### config.mk
export PLATFORM = sky130hd
export DESIGN_NAME = tlb_lookup_resolve_flat
export DESIGN_NICKNAME = d
export VERILOG_FILES = /design/src/rtl/tlb_lookup_resolve_if.sv /design/src/rtl/tlb_lookup_resolve.sv /design/src/flat_wrapper.sv
export SDC_FILE = /design/constraint.sdc
export NUM_CORES = 1
export LEC_CHECK = 0
export ABC_AREA = 0
export CAP_MARGIN = 20
export CORE_AREA = 5 5 401 403
export DETAILED_ROUTE_END_ITERATION = 16
export DIE_AREA = 0 0 406 408
export SYNTH_ARGS = -nofsm -noshare
export SYNTH_HDL_FRONTEND = slang
export SYNTH_SLANG_ARGS = --single-unit
### constraint.sdc
create_clock -name clk -period 5.96 [get_ports clk]
set_input_delay 1.192 -clock clk [delete_from_list [all_inputs] [get_ports clk]]
set_output_delay 1.192 -clock clk [all_outputs]
set_load 0.01 [all_outputs]
### src/rtl/tlb_lookup_resolve_if.sv
// Bundle of TLB array snapshot, two lookup request ports, two result ports,
// flush and the per-port performance counters.
interface tlb_lookup_resolve_if #(
  parameter int TLBNUM = 16
);
  localparam int IDXW = $clog2(TLBNUM);

  logic [TLBNUM*20-1:0] all_pfn0;
  logic [TLBNUM*20-1:0] all_pfn1;
  logic [TLBNUM*3-1:0]  all_c0;
  logic [TLBNUM*3-1:0]  all_c1;
  logic [TLBNUM-1:0]    all_d0;
  logic [TLBNUM-1:0]    all_d1;
  logic [TLBNUM-1:0]    all_v0;
  logic [TLBNUM-1:0]    all_v1;

  logic                 s0_valid;
  logic                 s0_ready;
  logic [TLBNUM-1:0]    s0_found;
  logic                 s0_odd;
  logic                 s0_store;
  logic                 s1_valid;
  logic                 s1_ready;
  logic [TLBNUM-1:0]    s1_found;
  logic                 s1_odd;
  logic                 s1_store;

  logic                 r0_valid;
  logic                 r0_ready;
  logic                 r0_hit;
  logic [IDXW-1:0]      r0_index;
  logic [19:0]          r0_pfn;
  logic [2:0]           r0_c;
  logic [1:0]           r0_exc;
  logic                 r0_multi;
  logic                 r1_valid;
  logic                 r1_ready;
  logic                 r1_hit;
  logic [IDXW-1:0]      r1_index;
  logic [19:0]          r1_pfn;
  logic [2:0]           r1_c;
  logic [1:0]           r1_exc;
  logic                 r1_multi;

  logic                 flush;
  logic [31:0]          cnt0_hit;
  logic [31:0]          cnt0_miss;
  logic [31:0]          cnt1_hit;
  logic [31:0]          cnt1_miss;

  modport master (
    output all_pfn0, all_pfn1, all_c0, all_c1, all_d0, all_d1, all_v0, all_v1,
    output s0_valid, s0_found, s0_odd, s0_store,
    output s1_valid, s1_found, s1_odd, s1_store,
    output r0_ready, r1_ready, flush,
    input  s0_ready, s1_ready,
    input  r0_valid, r0_hit, r0_index, r0_pfn, r0_c, r0_exc, r0_multi,
    input  r1_valid, r1_hit, r1_index, r1_pfn, r1_c, r1_exc, r1_multi,
    input  cnt0_hit, cnt0_miss, cnt1_hit, cnt1_miss
  );

  modport slave (
    input  all_pfn0, all_pfn1, all_c0, all_c1, all_d0, all_d1, all_v0, all_v1,
    input  s0_valid, s0_found, s0_odd, s0_store,
    input  s1_valid, s1_found, s1_odd, s1_store,
    input  r0_ready, r1_ready, flush,
    output s0_ready, s1_ready,
    output r0_valid, r0_hit, r0_index, r0_pfn, r0_c, r0_exc, r0_multi,
    output r1_valid, r1_hit, r1_index, r1_pfn, r1_c, r1_exc, r1_multi,
    output cnt0_hit, cnt0_miss, cnt1_hit, cnt1_miss
  );
endinterface

### src/rtl/tlb_lookup_resolve.sv
// Resolves TLB compare-stage match vectors into PFN/attribute/exception results
// for two independent lookup ports, each behind a single-entry result register.
module tlb_lookup_resolve #(
  parameter int TLBNUM = 16
) (
  input logic                 clk,
  input logic                 rstn,
  tlb_lookup_resolve_if.slave bus
);
  localparam int IDXW = $clog2(TLBNUM);
  localparam logic [31:0] CNT_MAX = 32'hFFFF_FFFF;

  typedef struct packed {
    logic            hit;
    logic [IDXW-1:0] index;
    logic [19:0]     pfn;
    logic [2:0]      c;
    logic [1:0]      exc;
    logic            multi;
  } res_t;

  logic [TLBNUM*20-1:0] pfn0_a, pfn1_a;
  logic [TLBNUM*3-1:0]  c0_a, c1_a;
  logic [TLBNUM-1:0]    d0_a, d1_a, v0_a, v1_a;

  assign pfn0_a = bus.all_pfn0;
  assign pfn1_a = bus.all_pfn1;
  assign c0_a   = bus.all_c0;
  assign c1_a   = bus.all_c1;
  assign d0_a   = bus.all_d0;
  assign d1_a   = bus.all_d1;
  assign v0_a   = bus.all_v0;
  assign v1_a   = bus.all_v1;

  // Priority pick of the lowest matching entry, then page select and exception.
  function automatic res_t resolve(input logic [TLBNUM-1:0] found,
                                   input logic odd, input logic store);
    res_t          r;
    logic [IDXW:0] ones;
    logic          v;
    logic          d;
    r    = '0;
    ones = '0;
    v    = 1'b0;
    d    = 1'b0;
    for (int i = TLBNUM - 1; i >= 0; i--) begin
      if (found[i]) r.index = IDXW'(i);
    end
    for (int i = 0; i < TLBNUM; i++) begin
      ones = ones + (IDXW+1)'(found[i]);
    end
    r.hit   = |found;
    r.multi = (ones > (IDXW+1)'(1));
    if (r.hit) begin
      r.pfn = odd ? pfn1_a[20*r.index +: 20] : pfn0_a[20*r.index +: 20];
      r.c   = odd ? c1_a[3*r.index +: 3]     : c0_a[3*r.index +: 3];
      v     = odd ? v1_a[r.index]            : v0_a[r.index];
      d     = odd ? d1_a[r.index]            : d0_a[r.index];
    end
    if (!r.hit)             r.exc = 2'd1;
    else if (!v)            r.exc = 2'd2;
    else if (store && !d)   r.exc = 2'd3;
    else                    r.exc = 2'd0;
    return r;
  endfunction

  function automatic logic [31:0] sat_inc(input logic [31:0] cnt);
    return (cnt == CNT_MAX) ? cnt : cnt + 32'd1;
  endfunction

  res_t        res0_p0, res1_p0;
  res_t        res0_p1, res1_p1;
  logic        vld0_p1, vld1_p1;
  logic        rdy0_p0, rdy1_p0;
  logic        acc0_p0, acc1_p0;
  logic [31:0] cnt0_hit_p1, cnt0_miss_p1, cnt1_hit_p1, cnt1_miss_p1;

  // Stage p0: combinational resolve of the presented request.
  always_comb res0_p0 = resolve(bus.s0_found, bus.s0_odd, bus.s0_store);
  always_comb res1_p0 = resolve(bus.s1_found, bus.s1_odd, bus.s1_store);

  assign rdy0_p0 = rstn && !bus.flush && (!vld0_p1 || bus.r0_ready);
  assign rdy1_p0 = rstn && !bus.flush && (!vld1_p1 || bus.r1_ready);
  assign acc0_p0 = bus.s0_valid && rdy0_p0;
  assign acc1_p0 = bus.s1_valid && rdy1_p0;

  // Stage p1: result registers, held until the consumer takes them.
  always_ff @(posedge clk) begin
    if (!rstn) begin
      vld0_p1 <= 1'b0;
      res0_p1 <= '0;
    end else if (bus.flush) begin
      vld0_p1 <= 1'b0;
    end else if (acc0_p0) begin
      vld0_p1 <= 1'b1;
      res0_p1 <= res0_p0;
    end else if (bus.r0_ready) begin
      vld0_p1 <= 1'b0;
    end
  end

  always_ff @(posedge clk) begin
    if (!rstn) begin
      vld1_p1 <= 1'b0;
      res1_p1 <= '0;
    end else if (bus.flush) begin
      vld1_p1 <= 1'b0;
    end else if (acc1_p0) begin
      vld1_p1 <= 1'b1;
      res1_p1 <= res1_p0;
    end else if (bus.r1_ready) begin
      vld1_p1 <= 1'b0;
    end
  end

  // Accepts are already blocked during flush, so counters only see flush=0 traffic.
  always_ff @(posedge clk) begin
    if (!rstn) begin
      cnt0_hit_p1  <= '0;
      cnt0_miss_p1 <= '0;
      cnt1_hit_p1  <= '0;
      cnt1_miss_p1 <= '0;
    end else begin
      if (acc0_p0 &&  res0_p0.hit) cnt0_hit_p1  <= sat_inc(cnt0_hit_p1);
      if (acc0_p0 && !res0_p0.hit) cnt0_miss_p1 <= sat_inc(cnt0_miss_p1);
      if (acc1_p0 &&  res1_p0.hit) cnt1_hit_p1  <= sat_inc(cnt1_hit_p1);
      if (acc1_p0 && !res1_p0.hit) cnt1_miss_p1 <= sat_inc(cnt1_miss_p1);
    end
  end

  assign bus.s0_ready  = rdy0_p0;
  assign bus.s1_ready  = rdy1_p0;
  assign bus.r0_valid  = vld0_p1;
  assign bus.r0_hit    = res0_p1.hit;
  assign bus.r0_index  = res0_p1.index;
  assign bus.r0_pfn    = res0_p1.pfn;
  assign bus.r0_c      = res0_p1.c;
  assign bus.r0_exc    = res0_p1.exc;
  assign bus.r0_multi  = res0_p1.multi;
  assign bus.r1_valid  = vld1_p1;
  assign bus.r1_hit    = res1_p1.hit;
  assign bus.r1_index  = res1_p1.index;
  assign bus.r1_pfn    = res1_p1.pfn;
  assign bus.r1_c      = res1_p1.c;
  assign bus.r1_exc    = res1_p1.exc;
  assign bus.r1_multi  = res1_p1.multi;
  assign bus.cnt0_hit  = cnt0_hit_p1;
  assign bus.cnt0_miss = cnt0_miss_p1;
  assign bus.cnt1_hit  = cnt1_hit_p1;
  assign bus.cnt1_miss = cnt1_miss_p1;
endmodule

### src/flat_wrapper.sv
// flat-port wrapper written by rule: the top's interface ports become plain ports
module tlb_lookup_resolve_flat 
#(
  parameter int TLBNUM = 16
)
  (clk, rstn, bus_all_pfn0, bus_all_pfn1, bus_all_c0, bus_all_c1, bus_all_d0, bus_all_d1, bus_all_v0, bus_all_v1, bus_s0_valid, bus_s0_found, bus_s0_odd, bus_s0_store, bus_s1_valid, bus_s1_found, bus_s1_odd, bus_s1_store, bus_r0_ready, bus_r1_ready, bus_flush, bus_s0_ready, bus_s1_ready, bus_r0_valid, bus_r0_hit, bus_r0_index, bus_r0_pfn, bus_r0_c, bus_r0_exc, bus_r0_multi, bus_r1_valid, bus_r1_hit, bus_r1_index, bus_r1_pfn, bus_r1_c, bus_r1_exc, bus_r1_multi, bus_cnt0_hit, bus_cnt0_miss, bus_cnt1_hit, bus_cnt1_miss);
  tlb_lookup_resolve_if #(.TLBNUM(TLBNUM)) bus_i ();
  input logic clk;
  input logic rstn;
  input wire logic [$bits(bus_i.all_pfn0)-1:0] bus_all_pfn0;
  input wire logic [$bits(bus_i.all_pfn1)-1:0] bus_all_pfn1;
  input wire logic [$bits(bus_i.all_c0)-1:0] bus_all_c0;
  input wire logic [$bits(bus_i.all_c1)-1:0] bus_all_c1;
  input wire logic [$bits(bus_i.all_d0)-1:0] bus_all_d0;
  input wire logic [$bits(bus_i.all_d1)-1:0] bus_all_d1;
  input wire logic [$bits(bus_i.all_v0)-1:0] bus_all_v0;
  input wire logic [$bits(bus_i.all_v1)-1:0] bus_all_v1;
  input wire logic [$bits(bus_i.s0_valid)-1:0] bus_s0_valid;
  input wire logic [$bits(bus_i.s0_found)-1:0] bus_s0_found;
  input wire logic [$bits(bus_i.s0_odd)-1:0] bus_s0_odd;
  input wire logic [$bits(bus_i.s0_store)-1:0] bus_s0_store;
  input wire logic [$bits(bus_i.s1_valid)-1:0] bus_s1_valid;
  input wire logic [$bits(bus_i.s1_found)-1:0] bus_s1_found;
  input wire logic [$bits(bus_i.s1_odd)-1:0] bus_s1_odd;
  input wire logic [$bits(bus_i.s1_store)-1:0] bus_s1_store;
  input wire logic [$bits(bus_i.r0_ready)-1:0] bus_r0_ready;
  input wire logic [$bits(bus_i.r1_ready)-1:0] bus_r1_ready;
  input wire logic [$bits(bus_i.flush)-1:0] bus_flush;
  output wire logic [$bits(bus_i.s0_ready)-1:0] bus_s0_ready;
  output wire logic [$bits(bus_i.s1_ready)-1:0] bus_s1_ready;
  output wire logic [$bits(bus_i.r0_valid)-1:0] bus_r0_valid;
  output wire logic [$bits(bus_i.r0_hit)-1:0] bus_r0_hit;
  output wire logic [$bits(bus_i.r0_index)-1:0] bus_r0_index;
  output wire logic [$bits(bus_i.r0_pfn)-1:0] bus_r0_pfn;
  output wire logic [$bits(bus_i.r0_c)-1:0] bus_r0_c;
  output wire logic [$bits(bus_i.r0_exc)-1:0] bus_r0_exc;
  output wire logic [$bits(bus_i.r0_multi)-1:0] bus_r0_multi;
  output wire logic [$bits(bus_i.r1_valid)-1:0] bus_r1_valid;
  output wire logic [$bits(bus_i.r1_hit)-1:0] bus_r1_hit;
  output wire logic [$bits(bus_i.r1_index)-1:0] bus_r1_index;
  output wire logic [$bits(bus_i.r1_pfn)-1:0] bus_r1_pfn;
  output wire logic [$bits(bus_i.r1_c)-1:0] bus_r1_c;
  output wire logic [$bits(bus_i.r1_exc)-1:0] bus_r1_exc;
  output wire logic [$bits(bus_i.r1_multi)-1:0] bus_r1_multi;
  output wire logic [$bits(bus_i.cnt0_hit)-1:0] bus_cnt0_hit;
  output wire logic [$bits(bus_i.cnt0_miss)-1:0] bus_cnt0_miss;
  output wire logic [$bits(bus_i.cnt1_hit)-1:0] bus_cnt1_hit;
  output wire logic [$bits(bus_i.cnt1_miss)-1:0] bus_cnt1_miss;
  assign bus_i.all_pfn0 = bus_all_pfn0;
  assign bus_i.all_pfn1 = bus_all_pfn1;
  assign bus_i.all_c0 = bus_all_c0;
  assign bus_i.all_c1 = bus_all_c1;
  assign bus_i.all_d0 = bus_all_d0;
  assign bus_i.all_d1 = bus_all_d1;
  assign bus_i.all_v0 = bus_all_v0;
  assign bus_i.all_v1 = bus_all_v1;
  assign bus_i.s0_valid = bus_s0_valid;
  assign bus_i.s0_found = bus_s0_found;
  assign bus_i.s0_odd = bus_s0_odd;
  assign bus_i.s0_store = bus_s0_store;
  assign bus_i.s1_valid = bus_s1_valid;
  assign bus_i.s1_found = bus_s1_found;
  assign bus_i.s1_odd = bus_s1_odd;
  assign bus_i.s1_store = bus_s1_store;
  assign bus_i.r0_ready = bus_r0_ready;
  assign bus_i.r1_ready = bus_r1_ready;
  assign bus_i.flush = bus_flush;
  assign bus_s0_ready = bus_i.s0_ready;
  assign bus_s1_ready = bus_i.s1_ready;
  assign bus_r0_valid = bus_i.r0_valid;
  assign bus_r0_hit = bus_i.r0_hit;
  assign bus_r0_index = bus_i.r0_index;
  assign bus_r0_pfn = bus_i.r0_pfn;
  assign bus_r0_c = bus_i.r0_c;
  assign bus_r0_exc = bus_i.r0_exc;
  assign bus_r0_multi = bus_i.r0_multi;
  assign bus_r1_valid = bus_i.r1_valid;
  assign bus_r1_hit = bus_i.r1_hit;
  assign bus_r1_index = bus_i.r1_index;
  assign bus_r1_pfn = bus_i.r1_pfn;
  assign bus_r1_c = bus_i.r1_c;
  assign bus_r1_exc = bus_i.r1_exc;
  assign bus_r1_multi = bus_i.r1_multi;
  assign bus_cnt0_hit = bus_i.cnt0_hit;
  assign bus_cnt0_miss = bus_i.cnt0_miss;
  assign bus_cnt1_hit = bus_i.cnt1_hit;
  assign bus_cnt1_miss = bus_i.cnt1_miss;
  tlb_lookup_resolve #(.TLBNUM(TLBNUM)) u_core (.clk(clk), .rstn(rstn), .bus(bus_i));
endmodule
Word level (Yosys, flattened, before mapping)
Index checks and enable logic that the tools add are counted.
- order comparisons: 4
- bitwise gates (word level): 6
- reduce and logical (&&, ||, !) cells: 31
- equal/unequal tests: 4
- shift-type cells: 8
- mux-type cells: 72
- multiply operators: 4
- $add $sub $neg: 34
- operator list (kind ; number):
    $shiftx A320 B10 Y20 ; 4
    $shiftx A48 B7 Y3 ; 4
    $add A5 B1 Y5 ; 28
    $add A32 B1 Y32 const B ; 4
    $eq A32 B32 Y1 const B ; 4
    $mux W4 ; 32
    $mux W23 ; 2
    $mux W20 ; 2
    $bmux W1 S4 ; 8
    $reduce_or A16 Y1 ; 2
    $mux W1 ; 20
    $mul A3 B4 Y7 const A ; 2
    $mul A2 B4 Y6 const A ; 2
    $mux W2 ; 6
    $reduce_and A2 Y1 ; 6
    $logic_and A1 B1 Y1 ; 11
    $gt A5 B1 Y1 const B ; 2
    $lt A4 B5 Y1 const B ; 2
    $logic_not A1 Y1 ; 7
    $mux W3 ; 2
    $not A1 Y1 ; 6
    $add A1 B1 Y2 ; 2
    $reduce_bool A2 Y1 ; 2
    $logic_or A1 B1 Y1 ; 2
    $reduce_or A2 Y1 ; 1
- bits in registers: 192
- bits of input ports: 843
- output and inout port bits: 194
- logic and storage cells: 181

Logic depth before layout (Yosys ltp)
- word-level depth: 25
- gate-level depth with buffers: 15
- depth with buffers taken out: 15

Least setup slack after synthesis
No wires, ideal clock.
- path kind: input -> register
- start point: in bus_s0_found[0]
- end point: reg u_core.res0_p1 (netlist bit u_core.bus.r0_multi)
- cell stages on the path: 14
- library setup time: 119 ps
- arrival time: 4575 ps
- path buffers: 0
- data required time: 5841 ps
- slack: 1266 ps
- path through: inv_1 ha_1 inv_1 fa_1 fa_1 fa_1 fa_1 inv_1 fa_1 inv_1 fa_1 a2111oi_0 a21oi_1 o221a_2
- word-level cells in the longest chain between the ends: 16
- RTL lines (element ; line ; RTL):
    start, declared ; flat_wrapper.sv:19 ; input wire logic [$bits(bus_i.s0_found)-1:0] bus_s0_found;
    $add A1 B1 Y2 ; tlb_lookup_resolve.sv:50 ; ones = ones + (IDXW+1)'(found[i]);
    $add A5 B1 Y5 (14 in series) ; tlb_lookup_resolve.sv:50 ;
    $gt A5 B1 Y1 ; tlb_lookup_resolve.sv:53 ; r.multi = (ones > (IDXW+1)'(1));
    end signal, assigned ; tlb_lookup_resolve.sv:96 ; res0_p1 <= res0_p0;
    end, declared ; tlb_lookup_resolve.sv:72 ; res_t res0_p1, res1_p1;
No other way between the ends.
A chain may end at the register's enable or synchronous reset.

Final worst setup path
Same ends and word-level chain as after synthesis.

==> flow_summary.toml <==
[yosys]
synth_area_per_cell_um2 = 11.0
ys.flop_type = "dfxtp_1"
syn_nets = 2855
async_flop_share_pct = 0
synth_cell_types = 71
syn-cell-area_mm2 = 0.0218
synth-edff-count = 0
ys_seq_area_share_pct = 17.7
ys_ff_latch = 192
syn_inst = 1974
ys_warn_count = 0

[critical_path]
arrival_ns = 5.41
reg2reg_slack_ns = 2.79
critPathLaunch = "bus_s0_found[0]"
crit_fanout = 6
cp-start-kind = "input port"
r2r-start = "u_core.bus.r0_valid"
crit_path_end_kind = "register"
path_class = "in -> reg"
crit_required_ns = 6.38

[sta]
grt_setup_unrepaired = "false"
drv_slew = 0
final.min_clock_period_ns = 4.99
period_share_pct = 83.7
relSlewSlack_pct = 33.6
setup_violations = 0
timing.final.hold_violations = 0
setup_ws_ns = 0.969
worst_pin_slew_ns = 0.997
setup_tns_ns = 0
fmax_mhz = 200
fin_skew_ns = 0.0137

[grt]
overflow = 0
antenna_found_initial = 143
grt_util_all_layers_pct = 19.5
grt_pass1_wl_um = 219000
grt_start_max_net_pins = 98
grt_pass1_vias = 23600

[drt]
route.met3.wl_um = 17800
drc_errors = 0
vias = 23600
met1Wirelength_um = 57600
drtAntennaViolNets = 0
firstDrtPassIters = 5
post_drt_wl_per_cell_um = 33.4
drt_iter0_markers = 2320
met2_wirelength_um = 84600
routed_wl_um = 169000
highest_layer = "met5"
viasPerCell = 4.66

[power_and_ir_drop]
p_per_area_mw_per_mm2 = 141
ir_drop_uv = 235
p_leak_nw = 13.1

[clock_tree]
cts_made_buffers = 17
cts_root_buffer = "clkbuf_16"
clkLatencyLatePin_ns = 0.53
hold_buffers = 0
cts_buffer_depth = 2
cts_num_sinks = 192
cts_setup_buffers = 0
cts_tree = "done"
htree_levels = 4
clk_pin_slew_ns = 0.08
cts_resized = 0

[placement]
io_buffer_count = 1036
place_hpwl_um = 145000
routabilityCongestion = 0.947
place_ws_ns = 0.456
postPlaceCellArea_mm2 = 0.0349

[layout]
final-seq-area_mm2 = 0.00384
postLayoutCellArea_mm2 = 0.0356
nNetsFinal = 3816
layout_common_cells = "clkdlybuf4s50_1, mux4_2, mux2i_1"
drive_gt1_share_pct = 17.9
layout_commonest_cell = "clkdlybuf4s50_1"
area_delta_synth_final_pct = 63.7
multi_input_area_mm2 = 0.0171
fin_util_pct = 22.7
n_fill_cell = 17000

[min_path]
holdCritStartpoint = "u_core.bus.r0_index[2]"
min_path_type = "reg -> reg"

[floorplanning]
die_w_um = 406
rows = 146
dieHeight_um = 408
num_io_pins = 1037
die_area_mm2 = 0.166
start_util_pct = 13.9
core_mm2 = 0.157

[run]
maxCapViolations = 0

[outcome]
status = "completed"
[final timing paths]
path,to,depth (start not counted)
max,u_core.bus.r0_multi,15
min reg2reg,u_core.bus.r0_index[2],2
min,u_core.bus.r0_index[2],2
max reg2reg,u_core.bus.cnt0_hit[23],11
[power by group]
part | switching (mW) | internal, mW | total, mW | leakage, nW
Clock | 0.717 | 0.586 | 1.30 | 0.299
Combinational | 1.11 | 1.29 | 2.39 | 11.2
Sequential | 0.0244 | 1.31 | 1.34 | 1.55
Total | 1.85 | 3.19 | 5.03 | 13.1
[final cells by class]
class                      instances  share of cell area (%)
multi-input combinational       1548                    47.9
timing repair buffer            1117                    31.3
sequential                       192                    10.8
inverter                          59                   0.622
tap                             2072                    7.28
antenna                           47                   0.330
clock inverter                    14                   0.523
clock buffer                      18                    1.23
[registers in the layout, summed over array words and instances (netlist names), 2 cells and up]
name,flops
u_core.bus.r0_index,4
u_core.bus.r1_index,4
u_core.bus.r0_c,3
u_core.bus.r0_pfn,20
u_core.bus.r1_pfn,20
u_core.bus.r1_exc,2
u_core.bus.r1_c,3
u_core.bus.r0_exc,2
u_core.bus.cnt1_miss,32
u_core.bus.cnt0_hit,32
u_core.bus.cnt1_hit,32
u_core.bus.cnt0_miss,32
[layer usage]
| layer | global-route usage [%] | up-vias |
|---|---|---|
| li1 | - | 9908 |
| met1 | 20.4 | 11800 |
| met2 | 34.5 | 1496 |
| met3 | 7.65 | 350 |
| met4 | 8.89 | 84 |
| met5 | 0 | - |
[synth_stat cells, types with 4 or more instances]
library cell | number | area [um^2]
a21oi_1 | 19 | 95.1
or3_1 | 26 | 163
o211a_1 | 6 | 60.1
buf_2 | 50 | 250
nor3_1 | 14 | 70.1
inv_1 | 56 | 210
mux2i_1 | 207 | 2070
ha_1 | 18 | 225
nor2_1 | 52 | 195
or4_1 | 5 | 37.5
mux2_2 | 7 | 78.8
nand2_1 | 140 | 526
xnor2_1 | 72 | 631
a21boi_0 | 22 | 165
xor2_1 | 25 | 219
a31oi_1 | 25 | 156
a21boi_1 | 4 | 30.0
and3_1 | 21 | 131
nand4_1 | 22 | 138
a221o_1 | 48 | 480
o31ai_1 | 4 | 30.0
nor4_1 | 6 | 37.5
nand3_1 | 57 | 285
and2_1 | 132 | 826
and4_1 | 19 | 166
nand2b_1 | 9 | 56.3
fa_1 | 20 | 400
a211oi_1 | 29 | 218
buf_1 | 22 | 82.6
nor2b_1 | 12 | 75.1
clkbuf_1 | 101 | 379
mux4_2 | 369 | 8310
o21ai_0 | 33 | 165
dfxtp_1 | 192 | 3840
o22ai_1 | 71 | 444
[metrics by stage]
| step | instances | hold slack, ns | total power, mW |
|---|---|---|---|
| after detailed placement | 4988 | 0.463 | 3.77 |
| after CTS | 5020 | 0.478 | 5.16 |
| after global routing | 5045 | 0.505 | 5.29 |
| final | 5067 | 0.476 | 5.03 |
| after global placement | 4987 | 0.455 | 3.77 |
| after floorplan | 1974 | 0.488 | 2.46 |
[critical path: stages]
cell and delay, ns:
clkdlybuf4s50_1 0.56, inv_1 0.09, ha_1 0.28, inv_1 0.04, fa_1 0.50, fa_1 0.43
fa_1 0.53, fa_1 0.41, inv_1 0.08, fa_1 0.18, inv_1 0.05, fa_1 0.38
a2111oi_0 0.35, a21oi_1 0.08, o221a_2 0.25
[logic make-up after synthesis]
| logic type | share of synthesized area, % |
|---|---|
| simple gates | 13.0 |
| flops | 17.7 |
| xor+xnor | 3.90 |
| mux | 48.1 |
| fa+ha+maj | 2.87 |
| buf+inv | 4.37 |
| compound gates | 10.1 |
No activity file was read; power rests on OpenSTA's default activity.
